## config.mk

```make
export PLATFORM = sky130hd
export DESIGN_NAME = gigabit_ingress_fifo_reader_flat
export DESIGN_NICKNAME = d
export VERILOG_FILES = /design/src/rtl/gigabit_ingress_fifo_reader_if.sv /design/src/rtl/gigabit_ingress_fifo_reader.sv /design/src/flat_wrapper.sv
export SDC_FILE = /design/constraint.sdc
export NUM_CORES = 1
export LEC_CHECK = 0
export ABC_CLOCK_PERIOD_IN_PS = 14640
export CORE_AREA = 2 2 204 206
export CTS_CLUSTER_DIAMETER = 60
export CTS_CLUSTER_SIZE = 12
export DETAILED_ROUTE_END_ITERATION = 7
export DIE_AREA = 0 0 206 208
export PLACE_DENSITY = 0.74
export REMOVE_ABC_BUFFERS = 1
export SYNTH_ARGS = -nofsm -noshare
export SYNTH_HDL_FRONTEND = slang
export SYNTH_SLANG_ARGS = --single-unit
```

## constraint.sdc

```tcl
create_clock -name aclk -period 14.64 [get_ports aclk]
set_clock_uncertainty 0.05 [all_clocks]
set_input_delay 2.196 -clock aclk [delete_from_list [all_inputs] [get_ports aclk]]
set_output_delay 2.196 -clock aclk [all_outputs]
set_load 0.01 [all_outputs]
```

## src/rtl/gigabit_ingress_fifo_reader_if.sv

```systemverilog
// AXIStream: 32-bit AXI-Stream bundle whose tdest carries the frame VLAN.
interface AXIStream;
    typedef logic [11:0] vlan_t;

    logic        aclk;
    logic        areset_n;
    logic        tvalid;
    logic        tready;
    logic [31:0] tdata;
    logic [3:0]  tstrb;
    logic        tlast;
    vlan_t       tdest;
    logic        tuser;

    modport transmitter (output aclk, areset_n, tvalid, tdata, tstrb, tlast, tdest, tuser,
                         input  tready);
    modport receiver    (input  aclk, areset_n, tvalid, tdata, tstrb, tlast, tdest, tuser,
                         output tready);
endinterface

```

## src/rtl/gigabit_ingress_fifo_reader.sv

```systemverilog
// Read side of the per-port ingress buffer: header/data fetch from URAM, AXI-Stream replay.
// Optional counters frames_out/bytes_out are built when INGRESS_READER_STATS_EN is defined.
module gigabit_ingress_fifo_reader #(
    parameter int DEPTH          = 4096,
    parameter int ADDR_BITS      = $clog2(DEPTH),
    parameter int RD_LATENCY     = 3,
    parameter int PREFETCH_DEPTH = RD_LATENCY + 2
) (
    input  logic                 aclk,
    input  logic                 areset_n,
    output logic                 rd_en,
    output logic [ADDR_BITS-1:0] rd_addr,
    input  logic [71:0]          rd_data,
    input  logic [ADDR_BITS:0]   rd_size,
    input  logic [ADDR_BITS:0]   rd_ptr,
    output logic                 rd_ptr_inc,
`ifdef INGRESS_READER_STATS_EN
    output logic [31:0]          frames_out,
    output logic [31:0]          bytes_out,
`endif
    AXIStream.transmitter        axi_tx
);
    localparam int PW = (PREFETCH_DEPTH > 1) ? $clog2(PREFETCH_DEPTH) : 1;
    localparam int CW = $clog2(PREFETCH_DEPTH + 1);

    typedef enum logic [1:0] {IDLE, HDR_WAIT, DATA} state_t;
    state_t state;

    logic [RD_LATENCY-1:0] vld_pipe;
    logic [ADDR_BITS:0]    fetch_ptr;
    logic [11:0]           vlan;
    logic [10:0]           len;
    logic [11:0]           fetched;
    logic [11:0]           beat_idx;
    logic [CW-1:0]         inflight;
    logic [CW-1:0]         occ;
    logic [PW-1:0]         wr_idx;
    logic [PW-1:0]         rd_idx;
    logic                  half;
    logic [63:0]           buf_mem [PREFETCH_DEPTH];

    logic [11:0] nwords;
    logic [11:0] nbeats;
    logic [10:0] hdr_len;
    logic        ret;
    logic        hdr_done;
    logic        push;
    logic        beat_valid;
    logic        hs;
    logic        last_beat;
    logic        pop;
    logic        issue;
    logic [3:0]  strb_last;
    logic        unused_bits;

    assign unused_bits = ^rd_data[71:64];

    function automatic logic [PW-1:0] next_idx(input logic [PW-1:0] i);
        return (i == PW'(PREFETCH_DEPTH - 1)) ? '0 : i + PW'(1);
    endfunction

    always_comb begin
        nwords     = ({1'b0, len} + 12'd7) >> 3;
        nbeats     = ({1'b0, len} + 12'd3) >> 2;
        hdr_len    = rd_data[10:0];
        ret        = vld_pipe[RD_LATENCY-1];
        hdr_done   = (state == HDR_WAIT) && ret;
        push       = (state == DATA) && ret;
        beat_valid = (occ != '0);
        hs         = beat_valid && axi_tx.tready;
        last_beat  = (beat_idx == nbeats - 12'd1);
        // a word leaves the buffer after its high half, or its low half if it ends the frame
        pop        = hs && (half || last_beat);
        issue      = (state == DATA) && (fetched < nwords) &&
                     ((32'(inflight) + 32'(occ)) < PREFETCH_DEPTH);
        rd_ptr_inc = hdr_done || pop;
        case (len[1:0])
            2'd1:    strb_last = 4'b0001;
            2'd2:    strb_last = 4'b0011;
            2'd3:    strb_last = 4'b0111;
            default: strb_last = 4'b1111;
        endcase
    end

    assign axi_tx.aclk     = aclk;
    assign axi_tx.areset_n = areset_n;
    assign axi_tx.tvalid   = beat_valid;
    assign axi_tx.tdata    = !beat_valid ? 32'h0 :
                             (half ? buf_mem[rd_idx][63:32] : buf_mem[rd_idx][31:0]);
    assign axi_tx.tstrb    = !beat_valid ? 4'h0 : (last_beat ? strb_last : 4'hF);
    assign axi_tx.tlast    = beat_valid && last_beat;
    assign axi_tx.tdest    = beat_valid ? vlan : 12'h0;
    assign axi_tx.tuser    = 1'b0;

    always_ff @(posedge aclk) begin
        if (push) buf_mem[wr_idx] <= rd_data[63:0];
    end

    always_ff @(posedge aclk or negedge areset_n) begin
        if (!areset_n) begin
            state     <= IDLE;
            rd_en     <= 1'b0;
            rd_addr   <= '0;
            fetch_ptr <= '0;
            vlan      <= '0;
            len       <= '0;
            fetched   <= '0;
            beat_idx  <= '0;
            inflight  <= '0;
            occ       <= '0;
            wr_idx    <= '0;
            rd_idx    <= '0;
            half      <= 1'b0;
            vld_pipe  <= '0;
        end else begin
            rd_en       <= 1'b0;
            vld_pipe[0] <= rd_en;
            for (int i = 1; i < RD_LATENCY; i++) vld_pipe[i] <= vld_pipe[i-1];
            if (push) wr_idx <= next_idx(wr_idx);
            if (pop)  rd_idx <= next_idx(rd_idx);
            occ      <= occ + CW'(push) - CW'(pop);
            inflight <= inflight + CW'(issue) - CW'(push);
            if (hs) begin
                half     <= ~half;
                beat_idx <= beat_idx + 12'd1;
            end
            case (state)
                IDLE: begin
                    if (rd_size != '0 && occ == '0) begin
                        rd_en     <= 1'b1;
                        rd_addr   <= rd_ptr[ADDR_BITS-1:0];
                        fetch_ptr <= rd_ptr + 1'b1;
                        state     <= HDR_WAIT;
                    end
                end
                HDR_WAIT: begin
                    if (ret) begin
                        vlan     <= rd_data[27:16];
                        len      <= hdr_len;
                        beat_idx <= '0;
                        half     <= 1'b0;
                        if (hdr_len == '0) begin
                            state <= IDLE;
                        end else begin
                            // first data read goes out alongside the header latch to save a cycle
                            state     <= DATA;
                            rd_en     <= 1'b1;
                            rd_addr   <= fetch_ptr[ADDR_BITS-1:0];
                            fetch_ptr <= fetch_ptr + 1'b1;
                            fetched   <= 12'd1;
                            inflight  <= CW'(1);
                        end
                    end
                end
                DATA: begin
                    if (issue) begin
                        rd_en     <= 1'b1;
                        rd_addr   <= fetch_ptr[ADDR_BITS-1:0];
                        fetch_ptr <= fetch_ptr + 1'b1;
                        fetched   <= fetched + 12'd1;
                    end
                    if (hs && last_beat) state <= IDLE;
                end
                default: state <= IDLE;
            endcase
        end
    end

`ifdef INGRESS_READER_STATS_EN
    always_ff @(posedge aclk or negedge areset_n) begin
        if (!areset_n) begin
            frames_out <= '0;
            bytes_out  <= '0;
        end else if (hs && last_beat) begin
            frames_out <= frames_out + 32'd1;
            bytes_out  <= bytes_out + 32'(len);
        end
    end
`endif
endmodule

```

## src/flat_wrapper.sv

```systemverilog
// flat-port wrapper written by rule: the top's interface ports become plain ports
module gigabit_ingress_fifo_reader_flat 
#(
    parameter int DEPTH          = 4096,
    parameter int ADDR_BITS      = $clog2(DEPTH),
    parameter int RD_LATENCY     = 3,
    parameter int PREFETCH_DEPTH = RD_LATENCY + 2
)
  (aclk, areset_n, rd_en, rd_addr, rd_data, rd_size, rd_ptr, rd_ptr_inc, axi_tx_aclk, axi_tx_areset_n, axi_tx_tvalid, axi_tx_tdata, axi_tx_tstrb, axi_tx_tlast, axi_tx_tdest, axi_tx_tuser, axi_tx_tready);
  AXIStream axi_tx_i ();
  input  logic aclk;
  input  logic areset_n;
  output logic rd_en;
  output logic [ADDR_BITS-1:0] rd_addr;
  input  logic [71:0] rd_data;
  input  logic [ADDR_BITS:0] rd_size;
  input  logic [ADDR_BITS:0] rd_ptr;
  output logic rd_ptr_inc;
  output wire logic [$bits(axi_tx_i.aclk)-1:0] axi_tx_aclk;
  output wire logic [$bits(axi_tx_i.areset_n)-1:0] axi_tx_areset_n;
  output wire logic [$bits(axi_tx_i.tvalid)-1:0] axi_tx_tvalid;
  output wire logic [$bits(axi_tx_i.tdata)-1:0] axi_tx_tdata;
  output wire logic [$bits(axi_tx_i.tstrb)-1:0] axi_tx_tstrb;
  output wire logic [$bits(axi_tx_i.tlast)-1:0] axi_tx_tlast;
  output wire logic [$bits(axi_tx_i.tdest)-1:0] axi_tx_tdest;
  output wire logic [$bits(axi_tx_i.tuser)-1:0] axi_tx_tuser;
  input wire logic [$bits(axi_tx_i.tready)-1:0] axi_tx_tready;
  assign axi_tx_aclk = axi_tx_i.aclk;
  assign axi_tx_areset_n = axi_tx_i.areset_n;
  assign axi_tx_tvalid = axi_tx_i.tvalid;
  assign axi_tx_tdata = axi_tx_i.tdata;
  assign axi_tx_tstrb = axi_tx_i.tstrb;
  assign axi_tx_tlast = axi_tx_i.tlast;
  assign axi_tx_tdest = axi_tx_i.tdest;
  assign axi_tx_tuser = axi_tx_i.tuser;
  assign axi_tx_i.tready = axi_tx_tready;
  gigabit_ingress_fifo_reader #(.DEPTH(DEPTH), .ADDR_BITS(ADDR_BITS), .RD_LATENCY(RD_LATENCY), .PREFETCH_DEPTH(PREFETCH_DEPTH)) u_core (.aclk(aclk), .areset_n(areset_n), .rd_en(rd_en), .rd_addr(rd_addr), .rd_data(rd_data), .rd_size(rd_size), .rd_ptr(rd_ptr), .rd_ptr_inc(rd_ptr_inc), .axi_tx(axi_tx_i));
endmodule
```

# == Word-level counts from Yosys, hierarchy flattened ==
# Memories as Yosys holds them, arrays and structs flattened.
# Cells that the tools add are included.
# word_totals
elab_cells,110
regBits,91
output_inout_bits,67
in_bits,101
memories,1
ram_bits,320
# mem_list
name,words,width,rd,rd_ports_with_merged_regs,write_ports,line,text
u_core.buf_mem,5,64,1,0,1,gigabit_ingress_fifo_reader.sv:40,logic [63:0] buf_mem [PREFETCH_DEPTH];
# op_classes
eq_ne,13
n_bitwise,1
mux,43
addsub,14
reduce_logical,22
n_lt_le_gt_ge,2
# op_table
op,count
$mux 12,11
$mux 32,2
$mux 13,4
$pmux 13 s3,1
$pmux 12 s3,1
$lt 32x3->1 const B,1
$add 13x1->13 const B,2
$add 12x1->12 const B,2
$pmux 12 s2,1
$mux 3,5
$reduce_bool 13->1,1
$add 11x2->12 const B,1
$add 11x3->12 const B,1
$eq 12x12->1,1
$lt 12x9->1,1
$pmux 4 s3,1
$logic_not 11->1,1
$sub 10x1->11 const B,1
$logic_and 1x1->1,9
$mux 1,9
$mux 2,4
$mux 4,2
$add 3x1->3,2
$add 3x1->3 const B,2
19 further kinds,29

# == Longest topological paths before layout ==
# logic_depth
ltp_word,9
mapped_depth,20
depth_no_buf,18

==> flow_summary.toml <==
[drt]
drtPass1Iterations = 5
detail-route-antenna-nets = 0
via_per_inst = 5.57
routed_wirelength_mm = 37.7
drc = 0
via_count = 10300
wl_per_cell_um = 20.5
initialDrtViolationCount = 712

[synth]
syn_area_sq_mm = 0.0181
synth_top_family_by_area = "multiplexers"
yosys.area_share.simple_pct = 7.67
synthAdderAreaFrac_pct = 2.40
async_flop_share_pct = 22.0
synth-seq-area-share_pct = 65.5
synthCells = 1129
ys_ff_latch = 410
synth_xor_area_share_pct = 2.66
synth-warning-count = 0
ys_types = 79
syn_area_per_cell_sq_um = 16.0
synthMuxAreaShare_pct = 14.2
synth_ff_type = "edfxtp_1"
synth_compound_area_share_pct = 5.33
synth_edf_count = 320

[worst_setup_path]
r2r-start = "u_core.len[0]"
worstSetupEndpoint = "axi_tx_aclk"
reg2regPathDepth = 17
cp_max_fo = 2
crit_cells = 3
path_delay_family = "buffers and inverters"
path_common_cell = "clkbuf_16"
cp-startpoint = "aclk"
cp-start-kind = "clock port"
rrSetupSlack_ns = 9.95
cp_num_buf_inv = 3
crit_chain = "clkbuf_16, clkbuf_16, clkdlybuf4s50_1"
worst_setup_path_end_kind = "output port"
slowest_stage = "clkdlybuf4s50_1"
slowest_delay_ns = 0.46
arrival_ns = 8.03
crit_type = "clock port to output port"
r2r_end = "u_core.occ[2]"
critical_path_required_ns = 12.39

[global_route]
track_usage_pct = 17.8
gr-usage-met2_pct = 30.2
grt_max_degree = 67
grt-ovfl-total = 0
grt_pass1_vias = 10600
antenna_found_initial = 2
met3_usage_pct = 3.23
met1_usage_pct = 24.1
busiest_layer = "met2"
grt_pass1_wl_mm = 59.1

[timing]
slew_viol_final = 0
setup_viol = 0
fin_ws_ns = 4.36
worst_slew_pin_slew_ns = 1.10
finalHoldViolations = 0
maxSlewHeadroom_pct = 26.4
whs_ns = 0.300
rsz0062_at_grt = "false"
fin_tns_setup_ns = 0

[power_and_ir_drop]
power_density_mw_per_mm2 = 192
max-vdd-ir-drop_mv = 0.0822
leakagePower_nw = 7.36

[final_layout]
num-fill-cells = 3224
mostFrequentLayoutCell = "edfxtp_1"
diodes = 0
area_growth_pct = 18.6
final_net_count = 1415
mostFrequentLayoutCells = "320 x edfxtp_1, 156 x clkdlybuf4s50_1, 96 x mux4_2"
drive_gt1_share_pct = 16.3

[hold_path]
min_path_type = "flop to flop"
holdPathStages = 0

[run]
cap_violations = 0

[placed_design]
numPortBuffers = 157
gp_congestion = 0.803
dp_hpwl_mm = 22.6
dp_slack_ns = 4.63

[floorplanning]
io_pins = 168
start_util_pct = 44.6
core_sq_mm = 0.0406
die_w_um = 206
dieArea_sq_mm = 0.0428
die_y_um = 208
std_cell_rows = 74

[clocking]
cts_resized = 0
cts.reportedPaths.clkPinSlew_ns = 0.06
cts_hold_buf = 0
cts_tree = "built"
clock_latency_ns = 0.65
cts_setup_buffers = 0

[outcome]
run_status = "finished, final reports clean"
## logic make-up (layout without fill, tap and decap cells)
logic type / after synthesis / after routing
and+or+nand+nor: 265 / 265
xor gates and xnor gates: 55 / 55
adders and majority gates: 33 / 33
muxes: 133 / 133
DFF: 410 / 410
other: 1 / 1
AOI/OAI and AO/OA: 138 / 138
buffers and inverters: 94 / 277
## worst reg2reg max path, stage by stage (launching register included)
cell and delay, ns:
dfrtp_1 0.56, inv_1 0.14, ha_1 0.32, nand2b_1 0.21, nand2_1 0.14, ha_1 0.23, or4b_1 0.47, a21oi_1 0.27
a2111oi_4 0.10, a21oi_2 0.12, a31oi_1 0.05, or4_4 0.62, o31ai_4 0.37, ha_1 0.20, inv_1 0.04, ha_1 0.18
fa_1 0.38, xnor2_1 0.14
## how the worst min path moves through the flow
stage | startpoint | slack (ns) | endpoint
2_1_floorplan | u_core.vld_pipe[0] | 0.28 | u_core.vld_pipe[1]
3_3_place_gp | u_core.vld_pipe[1] | 0.29 | u_core.vld_pipe[2]
3_5_place_dp | u_core.vld_pipe[1] | 0.29 | u_core.vld_pipe[2]
4_1_cts | u_core.vld_pipe[1] | 0.30 | u_core.vld_pipe[2]
5_1_grt | u_core.vld_pipe[1] | 0.32 | u_core.vld_pipe[2]
6_report | u_core.vld_pipe[1] | 0.30 | u_core.vld_pipe[2]
## report_power, final
group	switching [mW]	internal, mW	total, mW
Sequential	0.224	1.36	1.59
Clock	0.420	0.581	1.00
Combinational	0.691	0.836	1.53
Total	1.33	2.78	4.12
## final cells by class
class	count	area (sq um)	area share, %
tap	532	666	3.10
inverter	30	113	0.524
multi-input combinational	625	5880	27.4
sequential	410	11900	55.3
clock buffer	74	1250	5.83
timing repair buffer	169	1660	7.71
clock inverter	4	38.8	0.181
## cell usage after synthesis (3+ instances only)
master     number  area, sq um
edfxtp_1      320         9610
mux4_2         96         2160
dfrtp_1        90         2250
nor2_1         57          214
nand2_1        50          188
and2_1         47          294
a21oi_1        40          200
clkbuf_1       37          139
xor2_1         32          280
ha_1           30          375
inv_1          30          113
o21ai_0        30          150
mux2_2         25          282
nand3_1        23          115
nor3_1         23          115
xnor2_1        23          201
buf_1          11         41.3
mux2i_1        11          110
o22ai_1        10         62.6
buf_2           8         40.0
nor4_1          8         50.1
nand4_1         7         43.8
nor2b_1         7         43.8
and3_1          6         37.5
buf_4           6         45.0
a21o_1          5         37.5
a31oi_1         5         31.3
a32oi_1         5         43.8
or2_2           5         31.3
nand2b_1        4         25.0
o21ai_1         4         20.0
or3_1           4         25.0
a2111oi_4       3         82.6
a22o_1          3         26.3
fa_1            3         60.1
nand3b_1        3         22.5
nor3b_1         3         22.5
o31ai_1         3         22.5
or4_1           3         22.5
## routing by layer
metal	wire length (um)	vias up
li1	-	4682
met1	16000	5206
met2	18900	323
met3	2270	51
met4	524	4
met5	22	-
## flip-flops by register name, indices dropped and copies added, names as in the netlist, 11 cells and up
register          flops
u_core.rd_addr       12
u_core.beat_idx      12
u_core.vlan          12
u_core.len           11
u_core.buf_mem      320
u_core.fetch_ptr     12
u_core.fetched       12
## per-stage QoR
| step | total power, mW | std cells | instance area, sq um | utilization, % |
|---|---|---|---|---|
| 2_1_floorplan | 2.58 | 1065 | 17800 | - |
| 3_3_place_gp | 3.12 | 1767 | 20200 | 49.8 |
| 3_5_place_dp | 3.16 | 1767 | 20200 | 49.8 |
| 4_1_cts | 4.17 | 1844 | 21500 | 53.0 |
| 5_1_grt | 4.37 | 1844 | 21500 | 53.0 |
| 6_report | 4.12 | 1844 | 21500 | 53.0 |
Power figures use the tool's default switching activity.
